===== config.mk =====
export PLATFORM = sky130hd
export DESIGN_NAME = bsg_relay_fifo_rr_arb
export DESIGN_NICKNAME = d
export VERILOG_FILES = /design/src/rtl/bsg_relay_arb_pkg.sv /design/src/rtl/bsg_relay_arb_two_buf.sv /design/src/rtl/bsg_relay_fifo_rr_arb.sv
export SDC_FILE = /design/constraint.sdc
export NUM_CORES = 1
export LEC_CHECK = 0
export BUFFER_PORTS_ARGS = -buffer_cell sky130_fd_sc_hd__buf_2
export CAP_MARGIN = 10
export CORE_MARGIN = 10
export CORE_UTILIZATION = 47
export DETAILED_ROUTE_END_ITERATION = 8
export GPL_TIMING_DRIVEN = 0
export PLACE_DENSITY_LB_ADDON = 0.25
export SYNTH_ARGS = -nofsm -noshare
export SYNTH_HDL_FRONTEND = slang
export SYNTH_SLANG_ARGS = --single-unit

===== constraint.sdc =====
create_clock -name clk_i -period 5.2 [get_ports clk_i]
set_input_delay 1.04 -clock clk_i [delete_from_list [all_inputs] [get_ports clk_i]]
set_output_delay 1.04 -clock clk_i [all_outputs]
set_load 0.05 [all_outputs]

===== src/rtl/bsg_relay_arb_pkg.sv =====
// Shared types and helpers for the relay FIFO round-robin arbiter.
//   state_e : arbitration FSM state (idle round-robin vs. burst lock)
//   rr_scan : rotating-priority search over a request vector
package bsg_relay_arb_pkg;

  typedef enum logic [0:0] {
    e_idle  = 1'b0,
    e_burst = 1'b1
  } state_e;

  // Widest request vector the scan helper supports.
  localparam int max_chan_lp = 64;

  // Returns the first index i with req[i]=1, scanning from ptr upward and
  // wrapping at n. Returns -1 when no request is set. ptr must be < n.
  function automatic int rr_scan(input logic [max_chan_lp-1:0] req,
                                 input int ptr,
                                 input int n);
    int res;
    int idx;
    res = -32'sd1;
    idx = 32'sd0;
    for (int k = 0; k < max_chan_lp; k++) begin
      if ((k < n) && (res < 32'sd0)) begin
        idx = ptr + k;
        if (idx >= n) begin
          idx = idx - n;
        end
        if (req[idx[5:0]]) begin
          res = idx;
        end
      end
    end
    return res;
  endfunction

endpackage


===== src/rtl/bsg_relay_arb_two_buf.sv =====
// Two-entry ping-pong buffer used as the relay stage behind the arbiter.
// Ports:
//   clk_i, reset_i : clock, asynchronous active-high reset (control flags only)
//   enq_i, data_i  : write request and word; ignored while full
//   deq_i          : read request; ignored while empty
//   full_o/empty_o : registered occupancy flags
//   data_o         : word at the head of the buffer
module bsg_relay_arb_two_buf #(
  parameter int width_p = 18
) (
  input  logic               clk_i,
  input  logic               reset_i,
  input  logic               enq_i,
  input  logic [width_p-1:0] data_i,
  input  logic               deq_i,
  output logic               full_o,
  output logic               empty_o,
  output logic [width_p-1:0] data_o
);

  logic [width_p-1:0] r_mem [0:1];
  logic               r_head;
  logic               r_tail;
  logic               r_full;
  logic               r_empty;
  logic               w_enq;
  logic               w_deq;

  assign w_enq = enq_i & ~r_full;
  assign w_deq = deq_i & ~r_empty;

  // Payload storage: no reset, contents only meaningful while flagged valid.
  always_ff @(posedge clk_i) begin
    if (w_enq) begin
      r_mem[r_tail] <= data_i;
    end
  end

  // Pointer and occupancy flags; simultaneous enq+deq keeps occupancy.
  always_ff @(posedge clk_i or posedge reset_i) begin
    if (reset_i) begin
      r_head  <= 1'b0;
      r_tail  <= 1'b0;
      r_full  <= 1'b0;
      r_empty <= 1'b1;
    end else begin
      if (w_enq) begin
        r_tail <= ~r_tail;
      end
      if (w_deq) begin
        r_head <= ~r_head;
      end
      case ({w_enq, w_deq})
        2'b10: begin
          r_empty <= 1'b0;
          r_full  <= ~r_empty;
        end
        2'b01: begin
          r_full  <= 1'b0;
          r_empty <= ~r_full;
        end
        default: begin
          r_full  <= r_full;
          r_empty <= r_empty;
        end
      endcase
    end
  end

  assign full_o  = r_full;
  assign empty_o = r_empty;
  assign data_o  = r_mem[r_head];

endmodule


===== src/rtl/bsg_relay_fifo_rr_arb.sv =====
// Round-robin arbiter with optional burst lock feeding a two-entry relay buffer.
// Ports:
//   clk_i, reset_i : clock, asynchronous active-high reset
//   v_i, data_i    : per-channel valid and payload (channel i at [i*width_p +: width_p])
//   ready_o        : per-channel ready, one-hot or zero
//   v_o, data_o    : head beat valid and payload
//   id_o           : source channel of the head beat
//   ready_i        : downstream ready; a beat leaves when v_o & ready_i
module bsg_relay_fifo_rr_arb
  import bsg_relay_arb_pkg::*;
#(
  parameter  int num_in_p    = 4,
  parameter  int width_p     = 16,
  parameter  int max_burst_p = 4,
  localparam int id_width_lp = (num_in_p > 1) ? $clog2(num_in_p) : 1
) (
  input  logic                        clk_i,
  input  logic                        reset_i,
  input  logic [num_in_p-1:0]         v_i,
  input  logic [num_in_p*width_p-1:0] data_i,
  output logic [num_in_p-1:0]         ready_o,
  output logic                        v_o,
  output logic [width_p-1:0]          data_o,
  output logic [id_width_lp-1:0]      id_o,
  input  logic                        ready_i
);

  localparam int cnt_width_lp = $clog2(max_burst_p + 1);

  state_e                         r_state;
  logic [id_width_lp-1:0]         r_rr_ptr;
  logic [id_width_lp-1:0]         r_owner;
  logic [cnt_width_lp-1:0]        r_beat_cnt;

  logic [max_chan_lp-1:0]         w_req_ext;
  int                             w_scan_idx;
  logic                           w_owner_hold;
  logic                           w_grant_v;
  logic [id_width_lp-1:0]         w_grant;
  logic [id_width_lp-1:0]         w_rr_next;
  logic [num_in_p-1:0]            w_ready;
  logic                           w_accept;
  logic [width_p-1:0]             w_grant_data;
  logic [id_width_lp+width_p-1:0] w_enq_data;
  logic [id_width_lp+width_p-1:0] w_head;
  logic                           w_buf_full;
  logic                           w_buf_empty;
  logic                           w_deq;

  // The lock only holds while the owner keeps requesting; otherwise fall back
  // to the rotating scan in the same cycle so no bubble is inserted.
  assign w_owner_hold = (r_state == e_burst) & v_i[r_owner];

  // Grant selection: burst owner first, else rotating scan from rr_ptr.
  always_comb begin
    w_req_ext = {max_chan_lp{1'b0}};
    w_req_ext[num_in_p-1:0] = v_i;
    w_scan_idx = rr_scan(w_req_ext, int'(r_rr_ptr), num_in_p);
    if (w_owner_hold) begin
      w_grant   = r_owner;
      w_grant_v = 1'b1;
    end else begin
      w_grant   = w_scan_idx[id_width_lp-1:0];
      w_grant_v = (w_scan_idx >= 32'sd0);
    end
  end

  // Ready is gated by the registered full flag only, never by ready_i, and
  // forced low while reset is asserted.
  always_comb begin
    w_ready = {num_in_p{1'b0}};
    if (w_grant_v & ~w_buf_full & ~reset_i) begin
      w_ready[w_grant] = 1'b1;
    end else begin
      w_ready = {num_in_p{1'b0}};
    end
  end

  assign ready_o  = w_ready;
  assign w_accept = |w_ready;

  // Next round-robin start point, wrapped explicitly for non-power-of-2 counts.
  always_comb begin
    if (w_grant == id_width_lp'(num_in_p - 1)) begin
      w_rr_next = {id_width_lp{1'b0}};
    end else begin
      w_rr_next = w_grant + id_width_lp'(1'b1);
    end
  end

  assign w_grant_data = data_i[int'(w_grant)*width_p +: width_p];
  assign w_enq_data   = {w_grant, w_grant_data};

  // Burst FSM and round-robin pointer; everything holds when nothing is accepted.
  always_ff @(posedge clk_i or posedge reset_i) begin
    if (reset_i) begin
      r_state    <= e_idle;
      r_rr_ptr   <= {id_width_lp{1'b0}};
      r_owner    <= {id_width_lp{1'b0}};
      r_beat_cnt <= {cnt_width_lp{1'b0}};
    end else if (w_accept) begin
      r_rr_ptr <= w_rr_next;
      if (w_owner_hold) begin
        // Forced rotation once the owner has sent max_burst_p beats.
        if (r_beat_cnt == cnt_width_lp'(max_burst_p - 1)) begin
          r_state    <= e_idle;
          r_beat_cnt <= {cnt_width_lp{1'b0}};
        end else begin
          r_beat_cnt <= r_beat_cnt + cnt_width_lp'(1'b1);
        end
      end else if (max_burst_p > 1) begin
        r_state    <= e_burst;
        r_owner    <= w_grant;
        r_beat_cnt <= cnt_width_lp'(1'b1);
      end else begin
        r_state    <= e_idle;
        r_beat_cnt <= {cnt_width_lp{1'b0}};
      end
    end
  end

  assign w_deq = ready_i & ~w_buf_empty;

  bsg_relay_arb_two_buf #(
    .width_p(id_width_lp + width_p)
  ) u_buf (
    .clk_i  (clk_i),
    .reset_i(reset_i),
    .enq_i  (w_accept),
    .data_i (w_enq_data),
    .deq_i  (w_deq),
    .full_o (w_buf_full),
    .empty_o(w_buf_empty),
    .data_o (w_head)
  );

  assign v_o    = ~w_buf_empty;
  assign data_o = w_head[width_p-1:0];
  assign id_o   = w_head[width_p +: id_width_lp];

endmodule


Word-level counts from Yosys, hierarchy flattened
Memories as Yosys holds them, arrays and structs flattened.
Cells that the tools add are included.
- bits of input ports: 71
- flip-flop bits (word level): 12
- memories kept: 1
- logic and storage cells: 94
- memory bits (writable): 36
- output and inout port bits: 23
- memory list (memory ; depth ; bits a word ; read ports ; clocked after memory_dff ; write ports ; RTL line ; RTL):
    u_buf.r_mem ; 2 ; 18 ; 1 ; 0 ; 1 ; bsg_relay_arb_two_buf.sv:21 ; logic [width_p-1:0] r_mem [0:1];
- add/subtract/negate cells: 9
- magnitude comparators: 15
- reductions and logical operators: 5
- bitwise gates (word level): 12
- shift operators: 1
- mux-type cells: 38
- eq/ne operators: 5
- operators with widths (operator ; count):
    32-bit 2-to-1 mux ; 14
    32-bit by 1-bit less-than comparator with 1-bit output, second input constant ; 3
    64-bit by 7-bit variable part select with 16-bit output ; 1
    32-bit by 1-bit greater-or-equal comparator with 1-bit output, second input constant ; 1
    6-bit by 7-bit less-than comparator with 1-bit output, second input constant ; 4
    1-bit binary-select mux with 6-bit select ; 4
    3-bit by 3-bit subtractor with 4-bit output, second input constant ; 3
    1-bit 2-to-1 mux ; 11
    3-bit greater-or-equal comparator, second input constant ; 3
    2-bit by 2-bit adder with 3-bit output, second input constant ; 2
    1-bit bitwise AND ; 6
    2-bit by 3-bit less-than comparator with 1-bit output, second input constant ; 2
    3-bit 2-to-1 mux ; 2
    1-bit inverter ; 6
    2-bit equality test, second input constant ; 2
    2-bit 2-to-1 mux ; 2
    4-bit 2-to-1 mux ; 1
    1-bit one-hot mux with 2 select lines ; 2
    2-bit AND reduction ; 2
    4-bit OR reduction ; 1
    2-bit by 3-bit subtractor with 4-bit output, second input constant ; 1
    2-bit by 1-bit adder with 3-bit output, second input constant ; 1
    3-bit by 1-bit adder with 3-bit output, second input constant ; 1
    3-bit by 2-bit equality test with 1-bit output, second input constant ; 1
    9 further kinds ; 9

Depth between registers and ports, before layout
Gate-level depths: netlist (run 1).
- depth in word-level cells: 33
- depth in mapped cells: 18
- gate-level depth less buffers: 14

Hierarchy
From an unflattened synthesis (run 1), not the netlist that was laid out.
- cell total of the unflattened synthesis: 234
- area total of the unflattened synthesis: 2788.9 sq um
- by module, submodules not included (module ; times used ; cells each ; area each (sq um) ; sequential area each (sq um)):
    bsg_relay_arb_two_buf ; 1 ; 73 ; 1531.5 ; 1182.4
    bsg_relay_fifo_rr_arb ; 1 ; 161 ; 1257.5 ; 200.2

Worst setup path before layout (run 1)
No wires, ideal clock.
- kind: in2out
- start point: in v_i[2]
- end point: out ready_o[1]
- required time: 4.160 ns
- path buffers: 2
- path slack: 0.985 ns
- stages: 10
- arrival time: 3.175 ns
- cells stage by stage: buf_2 -> mux2_4 -> nand3_2 -> a221o_1 -> a21oi_2 -> o31ai_4 -> buf_4 -> ha_1 -> inv_1 -> nor2_1
- longest elaborated chain between the ends: 15
- elaborated cells on any way between the ends: 32
- those cells by class: order compare: 6; mux: 22; bitwise: 3; reduce/logical: 1
- RTL lines (what ; RTL line ; RTL):
    from (decl) ; bsg_relay_fifo_rr_arb.sv:19 ; input logic [num_in_p-1:0] v_i,
    1-bit binary-select mux with 6-bit select ; bsg_relay_arb_pkg.sv:29 ; if (req[idx[5:0]]) begin
    1-bit 2-to-1 mux (implied by the code) ; bsg_relay_arb_pkg.sv:29 ;
    32-bit 2-to-1 mux ; bsg_relay_arb_pkg.sv:29 ;
    32-bit by 1-bit less-than comparator with 1-bit output or 32-bit 2-to-1 mux (tied branches) ; bsg_relay_arb_pkg.sv:24, bsg_relay_arb_pkg.sv:29 ;
    32-bit 2-to-1 mux ; bsg_relay_arb_pkg.sv:24 ; if ((k < n) && (res < 32'sd0)) begin
    32-bit by 1-bit less-than comparator with 1-bit output or 32-bit 2-to-1 mux (tied branches) ; bsg_relay_arb_pkg.sv:24, bsg_relay_arb_pkg.sv:29 ;
    32-bit 2-to-1 mux ; bsg_relay_arb_pkg.sv:24 ;
    32-bit by 1-bit less-than comparator with 1-bit output or 32-bit 2-to-1 mux (tied branches) ; bsg_relay_arb_pkg.sv:24, bsg_relay_arb_pkg.sv:29 ;
    32-bit 2-to-1 mux ; bsg_relay_arb_pkg.sv:24 ;
    2-bit 2-to-1 mux (*) ; bsg_relay_fifo_rr_arb.sv:59 ; if (w_owner_hold) begin
    via u_buf.data_i[16] ; bsg_relay_arb_two_buf.sv:14 ; input logic [width_p-1:0] data_i,
    2-bit by 3-bit less-than comparator with 1-bit output (implied by the code) or 2-bit by 1-bit greater-or-equal comparator with 1-bit output (tied branches) ; bsg_relay_fifo_rr_arb.sv:73 ; w_ready[w_grant] = 1'b1;
    1-bit logical AND (implied by the code) ; bsg_relay_fifo_rr_arb.sv:73 ;
    1-bit 2-to-1 mux (implied by the code) ; bsg_relay_fifo_rr_arb.sv:73 ;
    1-bit demux with 2-bit select (*) ; bsg_relay_fifo_rr_arb.sv:73 ;
    4-bit 2-to-1 mux (*) ; bsg_relay_fifo_rr_arb.sv:72 ; if (w_grant_v & ~w_buf_full & ~reset_i) begin
    to (decl) ; bsg_relay_fifo_rr_arb.sv:21 ; output logic [num_in_p-1:0] ready_o,
Mark *: on every way through the listed nets, which the timed path passes. The rest lies on a longest branch. The select of a mux whose other input is x is not followed.

Worst setup path in the final report (run 1)
- start point: reg r_rr_ptr[0]
- end point: out ready_o[3]
- longest elaborated chain between the ends: 18
- elaborated cells on any way between the ends: 47
- those cells by class: add/sub: 7; order compare: 10; mux: 27; bitwise: 2; reduce/logical: 1
- RTL lines (what ; RTL line ; RTL):
    from (decl) ; bsg_relay_fifo_rr_arb.sv:31 ; logic [id_width_lp-1:0] r_rr_ptr;
    from (signal assigned) ; bsg_relay_fifo_rr_arb.sv:98 ; r_rr_ptr <= {id_width_lp{1'b0}};
    from (signal assigned) ; bsg_relay_fifo_rr_arb.sv:102 ; r_rr_ptr <= w_rr_next;
    parallel branches: the longest is 11 deep, another holds 32-bit by 1-bit less-than comparator with 1-bit output ; - ;
    32-bit 2-to-1 mux (*) ; bsg_relay_arb_pkg.sv:24 ;
    2-bit 2-to-1 mux (*) ; bsg_relay_fifo_rr_arb.sv:59 ;
    via u_buf.data_i[17] ; bsg_relay_arb_two_buf.sv:14 ;
    2-bit by 3-bit less-than comparator with 1-bit output (implied by the code) or 2-bit by 1-bit greater-or-equal comparator with 1-bit output (tied branches) ; bsg_relay_fifo_rr_arb.sv:73 ;
    1-bit logical AND (implied by the code) ; bsg_relay_fifo_rr_arb.sv:73 ;
    1-bit 2-to-1 mux (implied by the code) ; bsg_relay_fifo_rr_arb.sv:73 ;
    1-bit demux with 2-bit select (*) ; bsg_relay_fifo_rr_arb.sv:73 ;
    4-bit 2-to-1 mux (*) ; bsg_relay_fifo_rr_arb.sv:72 ;
Mark *: on every way through the listed nets, which the timed path passes. The select of a mux whose other input is x is not followed.

==> key figures, run 1 <==
Timing
  – Max Fclk: 0.221 GHz
  – Max-Slew Margin vs Limit: 35.3%
  – Setup repair after global routing missed its margin: false
  – Worst clock skew: 0.00829 ns
  – Period Utilization, post-route: 86.9%
  – Count of pins over their slew limit: 0
  – Final setup violation count: 0
  – Final critical delay including setup and external delays: 4.52 ns
  – Final hold vios: 0
  – Setup TNS after final layout: 0 ns
  – Pin slew with the least headroom to its limit: 0.970 ns

Synth
  – Leading register cell type out of synthesis: sky130_fd_sc_hd__edfxtp_1
  – Mapped Avg Cell Area: 10.6 sq um
  – Synth warn: 0
  – Number of enable-type register cells in the synthesized netlist: 36
  – Flop and latch count out of synthesis: 48
  – Sequential cell area fraction in the yosys report: 49.7%
  – Combined area of all synthesized cells: 2780 sq um
  – Count of cell types in the netlist: 46
  – Number of instances in the synthesized netlist: 263
  – Fraction of synthesis flops using an asynchronous set or reset pin: 25.0%
  – Net count after synthesis: 344

Routing
  – Total detailed-routing wirelength: 7580 um
  – Vias post-DR: 2334
  – Routed wire length per instance: 17.4 um
  – Iteration-0 DRC Markers: 81
  – ANT nets after route: 0
  – Via density per instance: 5.37
  – First-pass detailed-route iteration total: 5
  – Number of remaining DRC errors: 0

Floorplanning
  – Site Rows: 27
  – Die outline area: 9400 sq um
  – Die span in y: 96.9 um
  – Starting density of the core: 49.3%
  – Number of primary I/O pins: 94
  – Horizontal die dimension: 96.9 um
  – Core Footprint: 5640 sq um

Layout
  – Number of inserted diodes: 0
  – Number of nets in the finished design: 443
  – Number of fill cells in the layout: 491
  – Final instance area: 3440 sq um
  – Synthesis-to-finish area growth: 23.5%
  – Share of cells above drive strength 1: 40.5%

Worst setup path
  – Crit Path Category: flop to output pin
  – Worst endpoint data arrival time: 3.48 ns
  – Endpoint kind of the worst setup timing path: output pin
  – Worst setup SP type: flop
  – Crit path max-delay cell type: sky130_fd_sc_hd__clkbuf_1
  – Cell with the most instances on the worst path: sky130_fd_sc_hd__inv_1
  – Highest net fanout along the worst path: 11
  – Cell-by-cell trace of the critical path: buf_4 -> inv_1 -> ha_1 -> inv_1 -> o2bb2ai_1 -> nand2_1 -> a2bb2oi_1 -> a21oi_2 -> clkbuf_1 -> inv_1 -> ha_1 -> inv_1 -> nor2_1 -> buf_2
  – Slowest Stage Delay on Critical Path: 0.54 ns
  – Crit path required time: 4.16 ns

Clock tree
  – Clock tree sinks: 48
  – Post-CTS Resized: 0
  – Largest buffer count on any clock path: 2
  – Htree depth: 2
  – Insertion delay of the later-clocked pin in the worst-skew pair: 0.29 ns
  – Cts-stage hold buffer count: 0
  – CTS buffer count: 5
  – Clock tree from TritonCTS: built
  – Clock tree root buffer cell: sky130_fd_sc_hd__clkbuf_8
  – Worst-path clk slew: 0.08 ns
  – Number of buffers inserted by post-CTS setup repair: 0

Worst hold path
  – Hold Path Class: flop to flop

Run
  – Max-Cap Viols: 0

Placed design
  – Area post-placement: 3340 sq um
  – GP Congestion: 0.835
  – Estimated wirelength of the detail-placed design: 5790 um
  – Number of input and output port buffers inserted: 92

Outcome
  – Outcome: complete, no violations

Global route
  – GRT overflow: 0
  – Via count of the first global-routing pass: 2475
  – First-pass GRT wire length: 12100 um
  – Maximum number of pins on one net before global-route repair: 19
  – Antenna violations before repair: 0
  – Tot GR Track Use: 15.4%
-- path summary, 6_finish.rpt --
path / startpoint / end / slack, ns / depth (start not counted)
setup reg to reg: r_rr_ptr[0]$_DFFE_PP0N_ / u_buf.r_mem[1][9]$_DFFE_PP_ / 0.75 / 15
hold / removal: r_beat_cnt[1]$_DFFE_PP0N_ / r_beat_cnt[1]$_DFFE_PP0N_ / 0.50 / 2
max in group asynchronous: reset_i / u_buf.empty_o$_DFFE_PP1P_ / 4.08 / 2
min in group asynchronous: reset_i / r_state$_DFFE_PP0P_ / 0.76 / 2
hold reg to reg: r_beat_cnt[1]$_DFFE_PP0N_ / r_beat_cnt[1]$_DFFE_PP0N_ / 0.50 / 2
setup / recovery: r_rr_ptr[0]$_DFFE_PP0N_ / ready_o[3] / 0.68 / 14
-- final cells by class --
cell class,count,area (sq um),share of cell area [%]
Sequential cell,48,1380,40.2
Multi-Input combinational cell,187,1250,36.5
Timing Repair Buffer,92,460,13.4
Buffer,15,100,2.91
Tap cell,72,90.1,2.62
Clock buffer,6,82.6,2.40
Inverter,13,51.3,1.49
Clock inverter,2,15.0,0.437
-- cells in the final DEF, fill, tap and decap left out, types with 2 or more instances in the layout --
cell type and instances:
sky130_fd_sc_hd__mux2_4 2, sky130_fd_sc_hd__a32oi_1 16, sky130_fd_sc_hd__nand3_1 2, sky130_fd_sc_hd__a21oi_1 19, sky130_fd_sc_hd__inv_1 12, sky130_fd_sc_hd__edfxtp_1 36
sky130_fd_sc_hd__mux2_2 21, sky130_fd_sc_hd__nor2b_1 3, sky130_fd_sc_hd__buf_4 5, sky130_fd_sc_hd__o21ai_0 4, sky130_fd_sc_hd__o2bb2ai_1 2, sky130_fd_sc_hd__clkinvlp_4 2
sky130_fd_sc_hd__or2_2 2, sky130_fd_sc_hd__nor2_2 2, sky130_fd_sc_hd__nand2_1 61, sky130_fd_sc_hd__buf_6 3, sky130_fd_sc_hd__nor2_1 16, sky130_fd_sc_hd__nand3_2 2
sky130_fd_sc_hd__clkbuf_1 5, sky130_fd_sc_hd__dfrtp_1 11, sky130_fd_sc_hd__clkbuf_8 6, sky130_fd_sc_hd__ha_1 10, sky130_fd_sc_hd__a21oi_2 2, sky130_fd_sc_hd__buf_2 94
-- critical path: cells and delay by family (launching register included) --
kind / cells / cell delay (ns)
AOI/OAI and AO/OA: 3 / 0.60
adders and majority gates: 2 / 0.63
DFF: 1 / 0.41
and+or+nand+nor: 2 / 0.13
buffers and inverters: 7 / 1.40
-- metal layers --
metal / wire length [um] / track usage (%)
met5: 0 / 0
met3: 545 / 4.12
met2: 3870 / 26.9
met4: 46 / 4.62
met1: 3120 / 17.8
-- cell usage after synthesis (2+ instances only) --
cell / count / area share (%)
sky130_fd_sc_hd__dfrtp_1: 11 / 9.9
sky130_fd_sc_hd__mux2_4: 2 / 1.1
sky130_fd_sc_hd__buf_4: 5 / 1.3
sky130_fd_sc_hd__ha_1: 10 / 4.5
sky130_fd_sc_hd__nand3_2: 2 / 0.72
sky130_fd_sc_hd__mux2_2: 21 / 8.5
sky130_fd_sc_hd__nor2_1: 18 / 2.4
sky130_fd_sc_hd__inv_1: 12 / 1.6
sky130_fd_sc_hd__a32oi_1: 16 / 5.0
sky130_fd_sc_hd__nor2b_1: 3 / 0.67
sky130_fd_sc_hd__nand2_1: 61 / 8.2
sky130_fd_sc_hd__o2bb2ai_1: 2 / 0.63
sky130_fd_sc_hd__buf_6: 3 / 1.2
sky130_fd_sc_hd__a21oi_1: 19 / 3.4
sky130_fd_sc_hd__o21ai_0: 4 / 0.72
sky130_fd_sc_hd__clkbuf_1: 5 / 0.67
sky130_fd_sc_hd__a21oi_2: 2 / 0.63
sky130_fd_sc_hd__edfxtp_1: 36 / 39
sky130_fd_sc_hd__nand3_1: 2 / 0.36
sky130_fd_sc_hd__or2_2: 2 / 0.45
sky130_fd_sc_hd__buf_2: 2 / 0.36
-- kinds of logic (layout without fill, tap and decap cells) --
logic type,after synthesis,after routing,synth area share (%)
simple gates,94,94,14.3
fa+ha+maj,10,10,4.50
xor+xnor,2,2,0.630
compound gates,57,57,15.5
mux,24,24,9.94
flops,48,48,49.7
buf+inv,28,128,5.44
-- flip-flops by register name, indices dropped and copies added, names as in the netlist --
signal	flops
r_owner	2
u_buf.full_o	1
u_buf.r_head	1
r_state	1
r_beat_cnt	3
u_buf.r_mem	36
u_buf.empty_o	1
u_buf.r_tail	1
r_rr_ptr	2
-- per-stage QoR --
step	util, %	hold WS (ns)	setup WS (ns)	std cells
2_1_floorplan	-	0.454	0.985	263
3_3_place_gp	59.1	0.470	0.203	427
3_5_place_dp	59.2	0.483	0.611	427
4_1_cts	60.9	0.502	0.710	435
5_1_grt	60.9	0.534	0.439	435
6_report	60.9	0.496	0.682	435
Power of run 1 is left out: the tool's default activity adds up to more than one toggle a clock period on the data nets, which glitch-free logic cannot reach.
==> run 2, diff against run 1 <==
--- a/config.mk
+++ b/config.mk
@@ -8,7 +8,7 @@
 export BUFFER_PORTS_ARGS = -buffer_cell sky130_fd_sc_hd__buf_2
 export CAP_MARGIN = 10
 export CORE_MARGIN = 10
-export CORE_UTILIZATION = 47
+export CORE_UTILIZATION = 46
 export DETAILED_ROUTE_END_ITERATION = 8
 export GPL_TIMING_DRIVEN = 0
 export PLACE_DENSITY_LB_ADDON = 0.25
==> constraint.sdc (replaced) <==
create_clock -name clk_i -period 3.7 [get_ports clk_i]
set_input_delay 0.74 -clock clk_i [delete_from_list [all_inputs] [get_ports clk_i]]
set_output_delay 0.74 -clock clk_i [all_outputs]
set_load 0.05 [all_outputs]
==> run 2 against run 1 <==
Net effect:
- flip-flop and latch count stayed put
- hold slack got worse by 0.035 ns
- via count grew 0.99%
- global-route usage increased by 0.45 points
==> key figures, run 2 (synthesis gave the netlist of run 1 again) <==
Placed design
  – Number of input and output port buffers inserted: 92 (unchanged)
  – Pre-CTS setup slack: -0.625 ns (-1.24 ns)
  – Estimated wirelength of the detail-placed design: 5850 um (+1.0%)
  – GP Congestion: 0.890 (+6.5%)

Worst setup path
  – Critical path origin: r_rr_ptr[0]$_DFFE_PP0N_
  – Worst-case reg-to-reg path depth: 16 (+1)
  – Worst-case register-to-register setup slack: 0.16 ns (-0.59 ns)
  – Slowest Stage Delay on Critical Path: 0.39 ns (-0.15 ns)
  – Crit Path Category: flop to output pin
  – R2r endpoint: u_buf.full_o$_DFFE_PP0P_
  – Crit path required time: 2.96 ns (-1.20 ns)
  – Highest net fanout along the worst path: 16 (+5)
  – Startpoint of the worst-slack reg-to-reg timing path: r_rr_ptr[0]$_DFFE_PP0N_
  – Crit path max-delay cell type: sky130_fd_sc_hd__dfrtp_1
  – Cell-by-cell trace of the critical path: buf_4 -> inv_2 -> ha_4 -> a21oi_1 -> nand2_1 -> a211o_1 -> a21oi_2 -> o31ai_4 -> inv_4 -> ha_2 -> inv_1 -> nor2_2 -> buf_6
  – Worst endpoint data arrival time: 2.90 ns (-0.58 ns)
  – Worst setup SP type: flop
  – Endpoint kind of the worst setup timing path: output pin

Timing
  – Setup TNS after final layout: 0 ns (unchanged)
  – Max Fclk: 0.275 GHz
  – Worst-case setup margin in the final layout: 0.0649 ns (-0.618 ns)
  – Final critical delay including setup and external delays: 3.64 ns
  – Post-route worst hold slack: 0.461 ns (-0.0348 ns)
  – Final hold vios: 0 (unchanged)
  – Pin slew with the least headroom to its limit: 0.662 ns (-0.307 ns)
  – Setup repair after global routing missed its margin: true
  – Period Utilization, post-route: 98.2%
  – Final setup violation count: 0 (unchanged)
  – Max-Slew Margin vs Limit: 55.9% (+21 points)
  – Worst clock skew: 0.00554 ns (-0.00275 ns)
  – Count of pins over their slew limit: 0 (unchanged)

Layout
  – Number of nets in the finished design: 450 (+1.6%)
  – Utilization of the core after routing: 61.1% (+0.18 points)
  – Max reg flops: 36 (unchanged)
  – Share of cells above drive strength 1: 44.6% (+4.1 points)
  – Number of fill cells in the layout: 490 (-0.20%)
  – Most flop-heavy register: u_buf.r_mem
  – Registers with the highest flip-flop counts: u_buf.r_mem (36), r_beat_cnt (3)
  – Number of inserted diodes: 0 (unchanged)
  – Synthesis-to-finish area growth: 29.2%
  – Top library cells by usage in the layout, fill and taps aside: sky130_fd_sc_hd__buf_2, sky130_fd_sc_hd__nand2_1, sky130_fd_sc_hd__edfxtp_1
  – Commonest non-fill, non-tap cell in the layout: sky130_fd_sc_hd__buf_2

Floorplanning
  – Starting density of the core: 47.3% (-2.0 points)
  – Site Rows: 28 (+3.7%)
  – Die outline area: 9560 sq um (+1.7%)
  – Number of primary I/O pins: 94 (unchanged)
  – Die span in y: 97.8 um (+0.86%)
  – Horizontal die dimension: 97.8 um (+0.86%)
  – Core Footprint: 5890 sq um (+4.3%)

Routing
  – Via density per instance: 5.30 (-1.3%)
  – Iteration-0 DRC Markers: 163 (+100%)
  – Total detailed-routing wirelength: 7900 um (+4.1%)
  – Routed wire length per instance: 17.7 um (+1.8%)
  – ANT nets after route: 0 (unchanged)
  – Number of remaining DRC errors: 0 (unchanged)
  – Vias post-DR: 2357 (+0.99%)
  – First-pass detailed-route iteration total: 4 (-1)

Global route
  – Maximum number of pins on one net before global-route repair: 18 (-1)
  – Antenna violations before repair: 0 (unchanged)
  – Tot GR Track Use: 15.8% (+0.45 points)
  – First-pass GRT wire length: 12400 um (+2.8%)
  – Via count of the first global-routing pass: 2507 (+1.3%)
  – GRT overflow: 0 (unchanged)

Clock tree
  – Worst-path clk slew: 0.09 ns (about the same)
  – Largest buffer count on any clock path: 2 (unchanged)
  – CTS buffer count: 5 (unchanged)
  – Clock tree from TritonCTS: built
  – Insertion delay of the later-clocked pin in the worst-skew pair: 0.30 ns (about the same)
  – Clock tree sinks: 48 (unchanged)
  – Cts-stage hold buffer count: 0 (unchanged)
  – Htree depth: 2 (unchanged)
  – Clock tree root buffer cell: sky130_fd_sc_hd__clkbuf_8

Outcome
  – Outcome: complete, no violations

Run
  – Max-Cap Viols: 0 (unchanged)

Worst hold path
  – Hold Path Class: input pin to asynchronous set/reset pin
[run 2: changes by cell type in the layout (fill, tap and decap cells not counted), sizes merged]
cell and change:
clkinv +1, bufinv +1, buf +7, clkinvlp -2
[run 2: timing repair]
action | CTS | global route
resized for setup | 9 | 14
setup endpoints to repair | 51 | 40
pin swaps | 3 | 1
buffers inserted | 4 | 2
[run 2: critical path, delay by kind of cell, from the launching register on]
kind / cells / cell delay [ns]
AOI/OAI and AO/OA: 4 / 0.80
buffers and inverters: 5 / 0.71
adders and majority gates: 2 / 0.48
DFF: 1 / 0.39
and+or+nand+nor: 2 / 0.21
[run 2: per-layer routing]
metal,global-route usage [%],wire length [um],vias up
met1,17.2,3090,1092
met3,4.93,714,12
met4,5.48,136,0
li1,-,-,1157
met5,0,0,-
met2,28.4,3960,96
[run 2: area by class of cell]
type                    count  area, sq um  area share, %
plain buffers              14          100           2.78
clock buffers               6         72.6           2.02
clock inverters             2         35.0          0.975
inverters                  13         51.3           1.43
multi-input cells         187         1310           36.3
flip-flops and latches     48         1380           38.5
well taps                  75         93.8           2.61
repair buffers            100          553           15.4
[run 2: how the worst max path moves through the flow]
stage                                   endpoint  cells after the start
global route                          ready_o[0]                     13
floorplan            u_buf.r_mem[1][0]$_DFFE_PP_                     15
CTS                     u_buf.full_o$_DFFE_PP0P_                     16
finish                                ready_o[2]                     13
global placement    u_buf.r_mem[1][13]$_DFFE_PP_                     15
detailed placement      u_buf.full_o$_DFFE_PP0P_                     17
[run 2: through the flow]
stage	std cells	cell area, sq um
CTS	444	3540
global route	445	3590
global placement	430	3340
floorplan	263	2780
detailed placement	432	3370
finish	445	3590
Power of run 2 is left out for the same reason.
==> run 3, diff against run 2 <==
--- a/config.mk
+++ b/config.mk
@@ -7,8 +7,10 @@
 export LEC_CHECK = 0
 export BUFFER_PORTS_ARGS = -buffer_cell sky130_fd_sc_hd__buf_2
 export CAP_MARGIN = 10
+export CELL_PAD_IN_SITES_DETAIL_PLACEMENT = 0
+export CELL_PAD_IN_SITES_GLOBAL_PLACEMENT = 1
 export CORE_MARGIN = 10
-export CORE_UTILIZATION = 46
+export CORE_UTILIZATION = 34
 export DETAILED_ROUTE_END_ITERATION = 8
 export GPL_TIMING_DRIVEN = 0
 export PLACE_DENSITY_LB_ADDON = 0.25
==> run 3 against run 2 <==
Net effect:
- non-clock buffer count rose by 3
- via count fell by 0.64%
- maximum frequency rose by 1.3%
- flip-flop and latch count did not move
- final cell count rose by 6.7%
- first-iteration DRC count fell by 55%
- cell area rose by 2.2%
- clock-buffer cell count did not move
- clock skew fell by 0.0016 ns
- register-to-register slack improved by 0.02 ns
- die area rose by 28%
==> key figures, run 3 (synthesis gave the netlist of run 1 again) <==
Timing
  – Final hold vios: 0 (unchanged)
  – Period Utilization, post-route: 97.0% (-1.2 points)
  – Pin slew with the least headroom to its limit: 0.654 ns (-0.00847 ns)
  – Final critical delay including setup and external delays: 3.59 ns (-0.0461 ns)
  – Worst clock skew: 0.00389 ns (-0.00165 ns)
  – Count of pins over their slew limit: 0 (unchanged)
  – Final setup violation count: 0 (unchanged)
  – Max-Slew Margin vs Limit: 56.4% (+0.56 points)
  – Post-route worst hold slack: 0.449 ns (-0.0115 ns)
  – Max Fclk: 0.279 GHz (+1.3%)

Placed design
  – Estimated wirelength of the detail-placed design: 6030 um (+3.1%)
  – Number of input and output port buffers inserted: 92 (unchanged)
  – Instance count after placement with tap cells included: 459 (+6.3%)
  – GP Congestion: 0.800 (-10%)
  – Area post-placement: 3410 sq um (+1.0%)

Floorplanning
  – Horizontal die dimension: 110 um (+13%)
  – Core Footprint: 7850 sq um (+33%)
  – Starting density of the core: 35.5% (-12 points)
  – Number of primary I/O pins: 94 (unchanged)
  – Die span in y: 110 um (+13%)
  – Site Rows: 32 (+14%)
  – Die outline area: 12200 sq um (+28%)

Routing
  – Routed wire length per instance: 16.4 um (-7.4%)
  – Vias post-DR: 2342 (-0.64%)
  – First-pass detailed-route iteration total: 4 (unchanged)
  – Via density per instance: 4.93 (-6.9%)
  – Number of remaining DRC errors: 0 (unchanged)
  – ANT nets after route: 0 (unchanged)
  – Total detailed-routing wirelength: 7810 um (-1.2%)
  – Iteration-0 DRC Markers: 73 (-55%)

Worst setup path
  – Slowest Stage Delay on Critical Path: 0.40 ns (about the same)
  – Startpoint of the worst-slack reg-to-reg timing path: r_rr_ptr[0]$_DFFE_PP0N_
  – Worst Setup EP: ready_o[1]
  – Highest net fanout along the worst path: 13 (-3)
  – Crit path required time: 2.96 ns (about the same)
  – Worst-case register-to-register setup slack: 0.18 ns (+0.02 ns)
  – Crit Path Category: flop to output pin
  – Worst-case reg-to-reg path depth: 16 (unchanged)
  – Cell-by-cell trace of the critical path: buf_6 -> buf_4 -> mux2_4 -> nand3_1 -> a211o_1 -> a21oi_4 -> o31ai_4 -> buf_4 -> buf_6 -> ha_1 -> inv_1 -> nor2_1 -> buf_2
  – R2r endpoint: u_buf.full_o$_DFFE_PP0P_
  – Endpoint kind of the worst setup timing path: output pin
  – Critical path origin: r_rr_ptr[0]$_DFFE_PP0N_
  – Worst endpoint data arrival time: 2.85 ns (-0.05 ns)
  – Worst setup SP type: flop
  – Crit path max-delay cell type: sky130_fd_sc_hd__dfrtp_1

Layout
  – Number of inserted diodes: 0 (unchanged)
  – Most flop-heavy register: u_buf.r_mem
  – Final non-filler cell total: 475 (+6.7%)
  – Share of cells above drive strength 1: 45.8% (+1.2 points)
  – Number of nets in the finished design: 453 (+0.67%)
  – Top library cells by usage in the layout, fill and taps aside: sky130_fd_sc_hd__buf_2, sky130_fd_sc_hd__nand2_1, sky130_fd_sc_hd__edfxtp_1
  – Synthesis-to-finish area growth: 32.0%
  – Max reg flops: 36 (unchanged)
  – Commonest non-fill, non-tap cell in the layout: sky130_fd_sc_hd__buf_2
  – Registers with the highest flip-flop counts: u_buf.r_mem (36), r_beat_cnt (3)
  – Final instance area: 3670 sq um (+2.2%)

Clock tree
  – Clock tree from TritonCTS: built
  – CTS buffer count: 5 (unchanged)
  – Worst-path clk slew: 0.09 ns (about the same)
  – Largest buffer count on any clock path: 2 (unchanged)
  – Insertion delay of the later-clocked pin in the worst-skew pair: 0.30 ns (about the same)
  – Htree depth: 2 (unchanged)
  – Clock tree sinks: 48 (unchanged)
  – Clock tree root buffer cell: sky130_fd_sc_hd__clkbuf_8

Outcome
  – Outcome: complete, no violations

Global route
  – Maximum number of pins on one net before global-route repair: 16 (-2)
  – Antenna violations before repair: 0 (unchanged)
  – First-pass GRT wire length: 12500 um (+1.0%)
  – GRT overflow: 0 (unchanged)
  – Tot GR Track Use: 12.3% (-3.5 points)
  – Via count of the first global-routing pass: 2476 (-1.2%)

Worst hold path
  – Hold Path Class: input pin to asynchronous set/reset pin

Run
  – Max-Cap Viols: 0 (unchanged)
## run 3: final cells by class
type | instances | area (sq um)
Multi-Input combinational cell | 187 | 1320
Clock buffer | 6 | 82.6
Inverter | 13 | 55.1
Clock inverter | 2 | 13.8
Tap cell | 102 | 128
Timing Repair Buffer | 102 | 569
Fill cell | 793 | 4170
Buffer | 15 | 124
Sequential cell | 48 | 1380
## run 3: worst min path at each step
stage,from,end
after CTS,reset_i,u_buf.r_head$_DFFE_PP0P_
after detailed placement,u_buf.full_o$_DFFE_PP0P_,u_buf.full_o$_DFFE_PP0P_
final,reset_i,r_beat_cnt[2]$_DFFE_PP0N_
after floorplan,r_beat_cnt[1]$_DFFE_PP0N_,r_beat_cnt[1]$_DFFE_PP0N_
after global placement,r_beat_cnt[1]$_DFFE_PP0N_,r_beat_cnt[1]$_DFFE_PP0N_
after global routing,reset_i,r_beat_cnt[2]$_DFFE_PP0N_
## run 3: per-layer routing
layer  GRT usage (%)  vias up  routed length [um]
met3            4.81        8                 622
met1            14.4     1091                3330
met2            20.4       77                3750
li1                -     1166                   -
met5               0        -                   0
met4            3.45        0                 101
## run 3: worst max-delay path, delay by kind of cell (launching register included)
| kind | cells | cell delay, ns |
|---|---|---|
| mux | 1 | 0.31 |
| simple gates | 2 | 0.24 |
| fa+ha+maj | 1 | 0.20 |
| compound gates | 3 | 0.43 |
| buf+inv | 6 | 0.98 |
| flops | 1 | 0.40 |
## run 3: metrics by stage
step / TNS [ns] / setup WS (ns) / util, %
floorplan: -7.42 / -0.206 / -
global placement: -50.82 / -1.31 / 43.0
detailed placement: -21.14 / -0.614 / 43.4
CTS: 0 / 0.0169 / 45.8
global route: -0.0477 / -0.0251 / 46.8
finish: 0 / 0.111 / 46.8
## run 3: repair_timing
action,in CTS,in global routing
pin swaps,2,7
endpoints found under the setup margin,51,37
gates resized for setup,16,14
buffers inserted,4,4
hold buffers,0,0
Power of run 3 is left out for the same reason.
